## config.mk

```make
export PLATFORM = sky130hd
export DESIGN_NAME = hazard_ctrl
export DESIGN_NICKNAME = d
export VERILOG_FILES = /design/src/rtl/hazard_ctrl.sv
export SDC_FILE = /design/constraint.sdc
export NUM_CORES = 1
export LEC_CHECK = 0
export ABC_AREA = 0
export CORE_MARGIN = 3
export CORE_UTILIZATION = 34
export DETAILED_ROUTE_END_ITERATION = 8
export PLACE_DENSITY = 0.75
export SLEW_MARGIN = 20
export SYNTH_ARGS = -nofsm -noshare
export SYNTH_HDL_FRONTEND = slang
export SYNTH_SLANG_ARGS = --single-unit
```

## constraint.sdc

```tcl
create_clock -name clk -period 2.1 [get_ports clk]
set_clock_uncertainty 0.2 [all_clocks]
set_input_delay 0.42 -clock clk [delete_from_list [all_inputs] [get_ports clk]]
set_output_delay 0.42 -clock clk [all_outputs]
set_load 0.02 [all_outputs]
```

## src/rtl/hazard_ctrl.sv

```systemverilog
// hazard_ctrl
//   Pipeline hazard controller for the 5-stage CPU. It makes the stall decision
//   for the instruction in D by comparing Tuse against Tnew for the E and M stage
//   destinations, drives the PC / IF/ID enables and the ID/EX flush, selects the
//   D-stage forwarding sources, and owns the mult/div busy counter that holds
//   HI/LO users in D.
//
//   Optional feature macro: HAZARD_STATS_EN adds a saturating 32-bit stall_cnt output.
//
// Ports
//   clk, reset              clock, synchronous active-high reset
//   rs_d, rt_d              source register indices of the D instruction
//   tuse_rs_d, tuse_rt_d    cycles until D needs rs/rt (3 = not used)
//   a3_e, tnew_e            E-stage destination (0 = none) and cycles to result
//   a3_m, tnew_m            M-stage destination (0 = none) and cycles to result
//   md_start_e, md_is_div_e mult/div starting in E, and whether it is a div
//   md_use_d                D instruction touches the mult/div unit or HI/LO
//   pc_en, ifid_en          front-end enables (low while stalling)
//   idex_flush              bubble into ID/EX while stalling
//   md_busy                 mult/div unit busy
//   fwd_rs_d, fwd_rt_d      0 = regfile, 1 = from E, 2 = from M
//   stall_cnt               (HAZARD_STATS_EN only) saturating stall-cycle count
//
// Busy FSM
//   state | meaning
//   IDLE  | cnt == 0, unit free, a start in E loads the cycle count
//   BUSY  | cnt != 0, counting down one per cycle, HI/LO users held in D
module hazard_ctrl #(
  parameter int MULT_CYCLES = 5,
  parameter int DIV_CYCLES  = 10
) (
  input  logic       clk,
  input  logic       reset,
  input  logic [4:0] rs_d,
  input  logic [4:0] rt_d,
  input  logic [1:0] tuse_rs_d,
  input  logic [1:0] tuse_rt_d,
  input  logic [4:0] a3_e,
  input  logic [1:0] tnew_e,
  input  logic [4:0] a3_m,
  input  logic [1:0] tnew_m,
  input  logic       md_start_e,
  input  logic       md_is_div_e,
  input  logic       md_use_d,
  output logic       pc_en,
  output logic       ifid_en,
  output logic       idex_flush,
  output logic       md_busy,
  output logic [1:0] fwd_rs_d,
`ifdef HAZARD_STATS_EN
  output logic [1:0] fwd_rt_d,
  output logic [31:0] stall_cnt
`else
  output logic [1:0] fwd_rt_d
`endif
);

  localparam logic [3:0] MULT_LOAD = 4'(MULT_CYCLES);
  localparam logic [3:0] DIV_LOAD  = 4'(DIV_CYCLES);

  typedef enum logic {IDLE, BUSY} state_t;

  state_t     state_q;
  logic [3:0] cnt_q;
  logic [3:0] cnt_load_d;

  logic stall_rs, stall_rt, stall_md, stall;

  // A source stalls only when its producer is still further from ready than
  // the consumer can tolerate; $0 is never a real dependency.
  function automatic logic src_stall(input logic [4:0] r, input logic [1:0] tuse,
                                     input logic [4:0] ae, input logic [1:0] te,
                                     input logic [4:0] am, input logic [1:0] tm);
    return (r != 5'd0) && (((r == ae) && (tuse < te)) || ((r == am) && (tuse < tm)));
  endfunction

  // E is the younger producer, so it wins over M when both match.
  function automatic logic [1:0] fwd_sel(input logic [4:0] r,
                                         input logic [4:0] ae, input logic [1:0] te,
                                         input logic [4:0] am, input logic [1:0] tm);
    if ((r != 5'd0) && (r == ae) && (te == 2'd0))      return 2'd1;
    else if ((r != 5'd0) && (r == am) && (tm == 2'd0)) return 2'd2;
    else                                               return 2'd0;
  endfunction

  assign stall_rs = src_stall(rs_d, tuse_rs_d, a3_e, tnew_e, a3_m, tnew_m);
  assign stall_rt = src_stall(rt_d, tuse_rt_d, a3_e, tnew_e, a3_m, tnew_m);
  // Covers the start cycle too, before the counter has been loaded.
  assign stall_md = md_use_d && (md_busy || md_start_e);
  assign stall    = stall_rs || stall_rt || stall_md;

  assign pc_en      = !stall;
  assign ifid_en    = !stall;
  assign idex_flush = stall;

  assign fwd_rs_d = fwd_sel(rs_d, a3_e, tnew_e, a3_m, tnew_m);
  assign fwd_rt_d = fwd_sel(rt_d, a3_e, tnew_e, a3_m, tnew_m);

  assign cnt_load_d = md_is_div_e ? DIV_LOAD : MULT_LOAD;

  // BUSY tracks cnt != 0 exactly, so md_busy comes straight off a register.
  always_ff @(posedge clk) begin
    if (reset) begin
      state_q <= IDLE;
      cnt_q   <= 4'd0;
    end else begin
      case (state_q)
        IDLE: begin
          if (md_start_e) begin
            cnt_q   <= cnt_load_d;
            state_q <= (cnt_load_d != 4'd0) ? BUSY : IDLE;
          end
        end
        BUSY: begin
          // Starts seen here are ignored: the D-stage stall keeps them out.
          cnt_q <= cnt_q - 4'd1;
          if (cnt_q == 4'd1) state_q <= IDLE;
        end
        default: begin
          state_q <= IDLE;
          cnt_q   <= 4'd0;
        end
      endcase
    end
  end

  assign md_busy = (state_q == BUSY);

`ifdef HAZARD_STATS_EN
  logic [31:0] stall_cnt_q;

  always_ff @(posedge clk) begin
    if (reset)
      stall_cnt_q <= 32'd0;
    else if (stall && (stall_cnt_q != 32'hFFFF_FFFF))
      stall_cnt_q <= stall_cnt_q + 32'd1;
  end

  assign stall_cnt = stall_cnt_q;
`endif

endmodule

```

Yosys cells after proc, flatten, opt, wreduce, memory -nomap -nowiden

Cells that the tools add are included.

Register bits: 5
Input port bits: 33
Output and inout port bits: 8

Add/subtract/negate cells: 1
Order comparisons: 4
Equality and inequality tests: 6
Mux-type cells: 11
Bitwise operators: 1
Reduce and logical (&&, ||, !) cells: 26

Operators by type and width:

| operator                                         | count |
|---|---|
| == test 5 bit                                    | 4 |
| logical AND 1 bit                                | 15 |
| nonzero test 5 bit                               | 2 |
| less-than comparator 2 bit                       | 4 |
| two-way mux 2 bit                                | 4 |
| two-way mux 4 bit                                | 2 |
| case mux 4 bit (2 select lines)                  | 1 |
| logical OR 1 bit                                 | 5 |
| == test 4 x 1 -> 1 bit, second input constant    | 1 |
| zero test 2 bit                                  | 2 |
| nonzero test 4 bit                               | 1 |
| subtractor 4 x 1 -> 4 bit, second input constant | 1 |
| two-way mux 1 bit                                | 3 |
| inequality test 2 bit, second input constant     | 1 |
| case mux 1 bit (2 select lines)                  | 1 |
| zero test 1 bit                                  | 1 |
| inverter 1 bit                                   | 1 |

Longest topological paths before layout

Gate-level depths: netlist (run 1).

Depth in word-level cells: 7
Depth in mapped cells: 6

Worst setup path before layout (run 1)

Ideal clock, no wire load.

Path kind: input-to-output
Start point: input rt_d[1]
End point: output fwd_rt_d[1]
Arrival time: 1.895 ns
Data required time: 1.480 ns
Slack: -0.415 ns
Cell stages on the path: 4
Buffers on the path: 0
Path through: or4_4 -> o211ai_2 -> nor4_1 -> nor4_1

Word-level cells in the longest chain between the ends: 5

Ends and longest elaborated chain:

| what                                                | line   | RTL |
|---|---|---|
| start: declaration                                  | 35     | `input logic [4:0] rt_d,` |
| == test 5 bit or nonzero test 5 bit (tied branches) | 82, 81 |  |
| logical AND 1 bit (2 in a row)                      | 82     | `else if ((r != 5'd0) && (r == am) && (tm == 2'd0)) return 2'd2;` |
| two-way mux 2 bit                                   | 82     |  |
| two-way mux 2 bit (*)                               | 81     | `if ((r != 5'd0) && (r == ae) && (te == 2'd0)) return 2'd1;` |
| end: declaration                                    | 54     | `output logic [1:0] fwd_rt_d` |

Mark *: on every way between the ends. The rest lies on a longest branch, timed or not.

Worst setup path after layout (run 1)

Start point: input rt_d[3]
End point: output ifid_en

Word-level cells in the longest chain between the ends: 7

Ends and longest elaborated chain:

| what                              | line | RTL |
|---|---|---|
| == test 5 bit                     | 74   | `return (r != 5'd0) && (((r == ae) && (tuse < te)) \|\| ((r == am) && (tuse < tm)));` |
| logical AND 1 bit                 | 74   |  |
| logical OR 1 bit                  | 74   |  |
| logical AND 1 bit (*)             | 74   |  |
| logical OR 1 bit (*) (2 in a row) | 90   | `assign stall = stall_rs \|\| stall_rt \|\| stall_md;` |
| zero test 1 bit (*)               | 93   | `assign ifid_en = !stall;` |
| end: declaration                  | 46   | `output logic ifid_en,` |

Marks and branches as above.

==> results.toml, run 1 <==
[outcome]
status = "finished, violations left"
violations = "negative setup slack"

[drt]
vias_per_cell = 5.15
post-route-drc-count = 0
drt-initial-drc-count = 18
drt_wl_total_um = 2590
dr_total_vias = 932
routedWlPerCell_um = 14.3
drtAntennaViolNets = 0
firstDrtPassIters = 4

[clock_network]
clock-sinks = 5
clockBufferDepth = 2
cts-root-buf = "clkbuf_4"
clk_pin_slew_ps = 40
clk-insertion-delay-late_ps = 240
h-tree-depth = 1
cts_tree = "yes"
cts-buffers-inserted = 3

[grt]
antenna_found_initial = 0
grt_pass1_wl_um = 3910
grt_overflow = 0
grt_max_degree = 14
gr-usage-all-layers = 0.189
grt_pass1_vias = 889

[sta]
hold_viol_final = 0
worst_pin_slew_ps = 274
grt_setup_unrepaired = "true"
relSlewSlack = 0.815
fin_setup_tns_ps = -1270
timing.fmax_mhz = 411
setup_viol = 6
worst_slack_ps = -331
hold_slack_ps = 315
maxSlewViolCount = 0
fin_crit_ps = 2430
finalCritPeriodShare = 1.16

[logic_synthesis]
syn-instance-count = 94
synthMuxAreaShare = 0.0138
synth_xor_area_frac = 0.242
netlist_area_um2 = 723
synth_top_family_by_area = "simple AND/OR/NAND/NOR gates"
synth_nets = 133
synth_compound_area_frac = 0.144
synth_warnings = 0
synthDistinctLibCells = 32
yosysSeqAreaShare = 0.138
synthSimpleGateAreaFrac = 0.306
syn_area_per_cell_um2 = 7.69
synthAdderAreaFrac = 0.104
synth-seq-cells = 5

[worst_setup_path]
path_class = "input pin to output pin"
cp.arrival_ps = 1810
end_kind = "output pin"
worstPathRequired_ps = 1480
crit_path_start_kind = "input pin"
crit_fanout = 2

[power_and_ir_drop]
peakVddDrop_mv = 0.349
powerDensity_nw_per_um2 = 363
p_leak_uw = 0.000593

[placement]
dpl_cell_area_um2 = 1280
preCtsSetupSlack_ps = -1110
gp_congestion = 0.868
io_buffers = 40
hpwl_um = 1980

[cells_and_area]
nets = 194
syn_to_final_growth_pct = 86.7
n_fill_cell = 161
stdcell_area_um2 = 1350
final_util = 0.681
drive_above_1_share = 0.429
num_antenna_cells = 0

[die]
core_area_um2 = 1980
die_h_um = 52.1
die_area_um2 = 2720
initial_core_util = 0.365
die_x_um = 52.1
io_pins = 41
rows = 16

[job]
maxCapViolations = 0

[hold_path]
hp-class = "flip-flop to flip-flop"
[final timing paths]
kind                            slack, ps  cells after the start  endpoint      from
worst min register to register        320                      2  cnt_q[3]  cnt_q[3]
worst max-delay path                 -330                      6   ifid_en   rt_d[3]
worst max register to register        800                      6  cnt_q[2]  cnt_q[0]
worst min-delay path                  320                      2  cnt_q[3]  cnt_q[3]
[power by group]
group          internal (µW)  total [µW]  leakage [µW]  switching, µW
logic                    140         269      0.000537            128
registers                105         114     0.0000416           8.18
clock network           71.6         108     0.0000150           36.4
total                    317         490      0.000593            173
[final cells by class]
class | instances | area (µm²) | share of cell area
Tap cell | 27 | 33.8 | 0.0250
Inverter | 7 | 26.3 | 0.0195
Sequential cell | 5 | 100 | 0.0741
Clock buffer | 4 | 26.3 | 0.0195
Timing Repair Buffer | 58 | 468 | 0.347
Multi-Input combinational cell | 80 | 696 | 0.515
[logic make-up after synthesis]
logic type	Yosys count
AND/OR/NAND/NOR	38
XOR/XNOR	20
AO/OA/AOI/OAI	15
buffers and inverters	9
adder cells (fa/ha/maj)	6
flip-flops	5
multiplexers	1
[state kept, by name, indices dropped and copies added (netlist names)]
name     cells
cnt_q        4
md_busy      1
[placed cells by master, fill, tap and decap left out, types with 2 or more instances in the layout]
master,instances
buf_4,23
xor2_1,13
buf_2,11
nor2_1,9
buf_6,9
clkdlybuf4s50_1,8
inv_1,6
ha_1,5
dfxtp_1,5
dlygate4sd2_1,5
xnor2_1,4
nor3_1,4
nor3_2,3
nand2b_1,3
a211oi_1,3
clkbuf_4,3
o21ai_0,2
a21oi_2,2
nand4b_1,2
xor2_2,2
nand2_1,2
a21oi_1,2
nand4_1,2
nor4_4,2
nand3b_1,2
[timing repair]
action | in CTS | in global routing
hold buffers | 0 | 0
setup buffers | 2 | 0
gates resized for setup | 137 | 12
setup endpoints to repair | 7 | 6
pin swaps | 26 | 10
[stage by stage]
step                total power [µW]  instances
CTS                              486        181
floorplan                        226         94
finish                           490        181
global placement                 358        175
global route                     529        181
detailed placement               365        175
[metal layers]
layer | global-route usage | part of all wire
met5 | 0 | 0
met4 | 0.0655 | 0.015
met3 | 0.0258 | 0.074
met2 | 0.337 | 0.51
met1 | 0.226 | 0.40
[critical path, stage by stage]
cell	delay [ps]
buf_6	90
or4_4	530
o211ai_2	190
o41ai_2	110
and4b_2	330
buf_6	120
[cells in the mapped netlist, drive strengths merged]
master | instances | share of area
xor2 | 15 | 0.18
nor2 | 9 | 0.047
inv | 7 | 0.036
nor3 | 7 | 0.048
ha | 6 | 0.10
dfxtp | 5 | 0.14
xnor2 | 5 | 0.061
a21oi | 4 | 0.028
a211oi | 3 | 0.031
nand2b | 3 | 0.026
nor4 | 3 | 0.026
nand2 | 2 | 0.010
nand3 | 2 | 0.014
nand3b | 2 | 0.021
nand4 | 2 | 0.017
nand4b | 2 | 0.024
o21ai | 2 | 0.014
a21boi | 1 | 0.010
a31oi | 1 | 0.0087
and4 | 1 | 0.012
and4b | 1 | 0.014
buf | 1 | 0.010
clkbuf | 1 | 0.0052
mux2i | 1 | 0.014
nor2b | 1 | 0.0087
nor4bb | 1 | 0.014
o211ai | 1 | 0.017
o21a | 1 | 0.010
o32ai | 1 | 0.012
o41ai | 1 | 0.012
or3 | 1 | 0.0087
or4 | 1 | 0.016
No activity file was read; power rests on OpenSTA's default activity.
==> run 2: changes to the inputs <==
- CORE_UTILIZATION: 34 -> 38
- PLACE_DENSITY: 0.75 -> 0.8
- clock period: 2.1 -> 2.5 ns (I/O delays scaled with it)
==> run 2 against run 1 <==
Against the previous run: the run still ends with negative setup slack left; final area is 1.0% lower; global-route usage is 4.4 points higher; worst hold slack better by 17 ps.
==> results.toml, run 2 (synthesis gave the netlist of run 1 again) <==
[worst_setup_path]
path_class = "input pin to output pin"
worstPathRequired_ps = 1800
crit_path_start_kind = "input pin"
cp.arrival_ps = 1870
crit_fanout = 2
end_kind = "output pin"

[cells_and_area]
nets = 195
num_antenna_cells = 0
final_common_cell = "buf_4"
top_register = "cnt_q"
largest_reg_flops = 4
drive_above_1_share = 0.348
layout_common_cells = "buf_4 (21), xor2_1 (15), dlygate4sd2_1 (13)"
syn_to_final_growth_pct = 84.8
stdcell_area_um2 = 1340
layoutNonFillerInstCount = 180

[drt]
routedWlPerCell_um = 15.1
dr_total_vias = 948
drtAntennaViolNets = 0
firstDrtPassIters = 4
vias_per_cell = 5.27
drt_wl_total_um = 2720
post-route-drc-count = 0
drt-initial-drc-count = 12

[die]
die_x_um = 49.6
die_area_um2 = 2460
rows = 15
initial_core_util = 0.410
core_area_um2 = 1760
die_h_um = 49.6
io_pins = 41

[clock_network]
clk-insertion-delay-late_ps = 250
cts_tree = "yes"
cts-root-buf = "clkbuf_4"
h-tree-depth = 1
holdBufCountCts = 0
clock-sinks = 5
clockBufferDepth = 2
clk_pin_slew_ps = 40
cts-buffers-inserted = 3

[sta]
relSlewSlack = 0.782
fin_crit_ps = 2570
worst_pin_slew_ps = 324
maxSlewViolCount = 0
worst_slack_ps = -66.1
setup_viol = 2
timing.fmax_mhz = 390
hold_viol_final = 0
grt_setup_unrepaired = "true"
finalCritPeriodShare = 1.03
fin_setup_tns_ps = -130

[grt]
grt_max_degree = 14
antenna_found_initial = 0
grt_pass1_vias = 976
gr-usage-all-layers = 0.233
grt_pass1_wl_um = 4370
grt_overflow = 0

[placement]
hpwl_um = 2150
preCtsSetupSlack_ps = -869
gp_congestion = 0.883
dpl_cell_area_um2 = 1270
io_buffers = 40
place_inst = 173

[power_and_ir_drop]
internal_power_uw = 265
pwr-share-seq = 0.230
p_sw_uw = 151
clkPwrFrac = 0.241
finalPower_uw = 416
swShare = 0.364
p_leak_uw = 0.000595
peakVddDrop_mv = 0.366
p_comb_frac = 0.529
powerDensity_nw_per_um2 = 311

[outcome]
status = "finished, violations left"
violations = "negative setup slack"

[job]
maxCapViolations = 0

[hold_path]
hp-class = "flip-flop to flip-flop"
-- run 2: changes by cell type in the layout (fill, tap and decap cells not counted), sizes merged --
cell and delta:
clkbuf +2, clkdlybuf4s50 +1, clkdlybuf4s15 +3, dlygate4sd2 +8, buf -13
-- run 2: stage by stage --
step	utilization	hold slack [ps]
detailed placement	0.721	322
global placement	0.721	302
finish	0.757	333
floorplan	-	271
CTS	0.752	335
global route	0.757	387
-- run 2: worst max-delay path, stage by stage --
cell and delay, ps:
buf_6 90, or4_4 530, o211ai_2 180, o41ai_2 110
and4b_2 330, buf_6 130
-- run 2: final timing paths --
kind / from / to / slack, ps / cells after the start
worst max-delay path: rt_d[2] / ifid_en / -70 / 6
worst min-delay path: cnt_q[3] / cnt_q[3] / 330 / 2
worst max register to register: cnt_q[0] / cnt_q[2] / 1210 / 6
worst min register to register: cnt_q[3] / cnt_q[3] / 330 / 2
-- run 2: timing repair --
action,CTS,global route
resized for setup,84,16
hold endpoints to repair,0,0
pin swaps,16,11
buffers inserted,2,1
endpoints found under the setup margin,7,7
-- run 2: layout make-up --
type | instances | area, µm²
Fill cell | 154 | 428
Timing Repair Buffer | 59 | 487
Tap cell | 25 | 31.3
Multi-Input combinational cell | 80 | 666
Sequential cell | 5 | 100
Clock buffer | 4 | 26.3
Inverter | 7 | 26.3
-- run 2: power by group through the flow --
stage                     registers, µW  logic, µW  clock network, µW
after floorplan                    97.5       91.0                  0
after CTS                          95.8        215                100
after detailed placement           97.2        211                  0
after global routing               97.0        239                109
final                              95.8        220                100
after global placement             96.5        205                  0
-- run 2: metal layers --
layer / wire length, µm / vias to the layer above / GRT usage
met1: 1130 / 441 / 0.253
met5: 0 / - / 0
met3: 173 / 8 / 0.0574
met4: 58 / 0 / 0.0829
li1: - / 465 / -
met2: 1370 / 34 / 0.430
==> run 3: changes to the inputs <==
- TNS_END_PERCENT: not set -> 5
==> run 3 against run 2 <==
Against the previous run: the run still ends with negative setup slack left; power is 0.19% higher; clock-buffer cell count unchanged; non-clock buffer count increased by 1; largest power group unchanged; routed wire length up 2.9%; global-route usage shrank 0.49 points; final area increased by 2.0%; fmax down 0.71%.
==> results.toml, run 3 (synthesis gave the netlist of run 1 again) <==
[worst_setup_path]
crit_buf_inv = 4
crit_path_start_kind = "input pin"
worstPathRequired_ps = 1800
crit_chain = "dlygate4sd2_1, buf_6, nor3_2, nand2_1, buf_4, nand4_1, and4b_2, buf_6"
cp_slowest_cell = "and4b_2"
end_kind = "output pin"
crit_fanout = 3
cp_common_cell = "buf_6"
crit_family = "buffers and inverters"
cp.arrival_ps = 1880
cpPeakStageDelay_ps = 270
path_class = "input pin to output pin"

[power_and_ir_drop]
p_leak_uw = 0.000609
peakVddDrop_mv = 0.287
powerDensity_nw_per_um2 = 306

[clock_network]
clk_pin_slew_ps = 40
cts_tree = "yes"
cts-buffers-inserted = 3
clock-sinks = 5
clk-insertion-delay-late_ps = 240
h-tree-depth = 1
cts-root-buf = "clkbuf_4"
holdBufCountCts = 0
clockBufferDepth = 2

[sta]
setup_viol = 5
grt_setup_unrepaired = "true"
worst_slack_ps = -84.5
fin_crit_ps = 2580
timing.fmax_mhz = 387
finalCritPeriodShare = 1.03
maxSlewViolCount = 0
hold_viol_final = 0
relSlewSlack = 0.791
worst_pin_slew_ps = 311

[die]
core_area_um2 = 1760
io_pins = 41
die_area_um2 = 2460
die_x_um = 49.6
rows = 15
initial_core_util = 0.410
die_h_um = 49.6

[cells_and_area]
top_register = "cnt_q"
final_common_cell = "buf_4"
drive_above_1_share = 0.378
num_antenna_cells = 0
layout_common_cells = "buf_4 (20), dlygate4sd2_1 (15), xor2_1 (14)"
syn_to_final_growth_pct = 88.4
layoutNonFillerInstCount = 181
largest_reg_flops = 4
n_fill_cell = 139
nets = 196

[grt]
grt_pass1_vias = 1022
antenna_found_initial = 0
gr-usage-all-layers = 0.228
grt_overflow = 0
grt_pass1_wl_um = 4420
grt_max_degree = 14

[outcome]
violations = "negative setup slack"
status = "finished, violations left"

[placement]
gp_congestion = 0.883
preCtsSetupSlack_ps = -834
io_buffers = 40
hpwl_um = 2170
place_inst = 173

[drt]
routedWlPerCell_um = 15.5
dr_total_vias = 995
firstDrtPassIters = 4
drt-initial-drc-count = 17
drtAntennaViolNets = 0
drt_wl_total_um = 2800
post-route-drc-count = 0
vias_per_cell = 5.50

[job]
maxCapViolations = 0

[hold_path]
hp-class = "flip-flop to flip-flop"
[run 3: cell count changes in the layout (fill, tap and decap cells not counted), sizes merged]
cell and delta:
clkbuf +1, dlygate4sd2 +2, clkdlybuf4s15 -1, clkdlybuf4s50 -1
[run 3: repair_timing]
item,in CTS,in global routing
pin swaps,20,10
endpoints found under the hold margin,0,0
gates resized for setup,91,13
setup endpoints to repair,7,7
setup buffers,3,1
[run 3: final timing paths]
check	from	endpoint	slack (ps)	cells past startpoint
setup / recovery	rs_d[1]	ifid_en	-80	8
hold / removal	cnt_q[3]	cnt_q[3]	340	2
setup reg to reg	cnt_q[0]	cnt_q[2]	1190	6
hold reg to reg	cnt_q[3]	cnt_q[3]	340	2
[run 3: through the flow]
step | area [µm²] | hold slack, ps | TNS [ps] | utilization | total power [µW]
after floorplan | 729 | 271 | -43.0 | - | 188
after global placement | 1270 | 298 | -4850 | 0.720 | 300
after detailed placement | 1270 | 321 | -5140 | 0.720 | 308
after CTS | 1350 | 329 | -244 | 0.765 | 409
after global routing | 1360 | 362 | -602 | 0.772 | 443
final | 1360 | 338 | -247 | 0.772 | 417
[run 3: per-layer routing]
metal / vias up / share of wire / GRT usage
met4: 0 / 0.0093 / 0.0645
met2: 37 / 0.53 / 0.416
met5: - / 0 / 0
li1: 467 / - / -
met3: 2 / 0.062 / 0.0544
met1: 489 / 0.39 / 0.259
[run 3: worst reg2reg max path, stage by stage, from the launching register on]
cell and delay, ps:
dfxtp_1 390, inv_1 70, ha_1 210, nand2_1 70
o32ai_1 80, a21oi_1 120, nor2_1 50
[run 3: where the power goes]
group          internal, µW  switching [µW]
clock                  60.4            34.7
sequential             88.5            7.53
combinational           117             109
total                   266             151
[run 3: layout make-up]
| type | instances | area [µm²] | share of cell area |
|---|---|---|---|
| repair buffers | 60 | 494 | 0.363 |
| clock buffers | 4 | 26.3 | 0.0193 |
| flip-flops and latches | 5 | 100 | 0.0735 |
| inverters | 7 | 26.3 | 0.0193 |
| multi-input cells | 80 | 684 | 0.502 |
| well taps | 25 | 31.3 | 0.0230 |
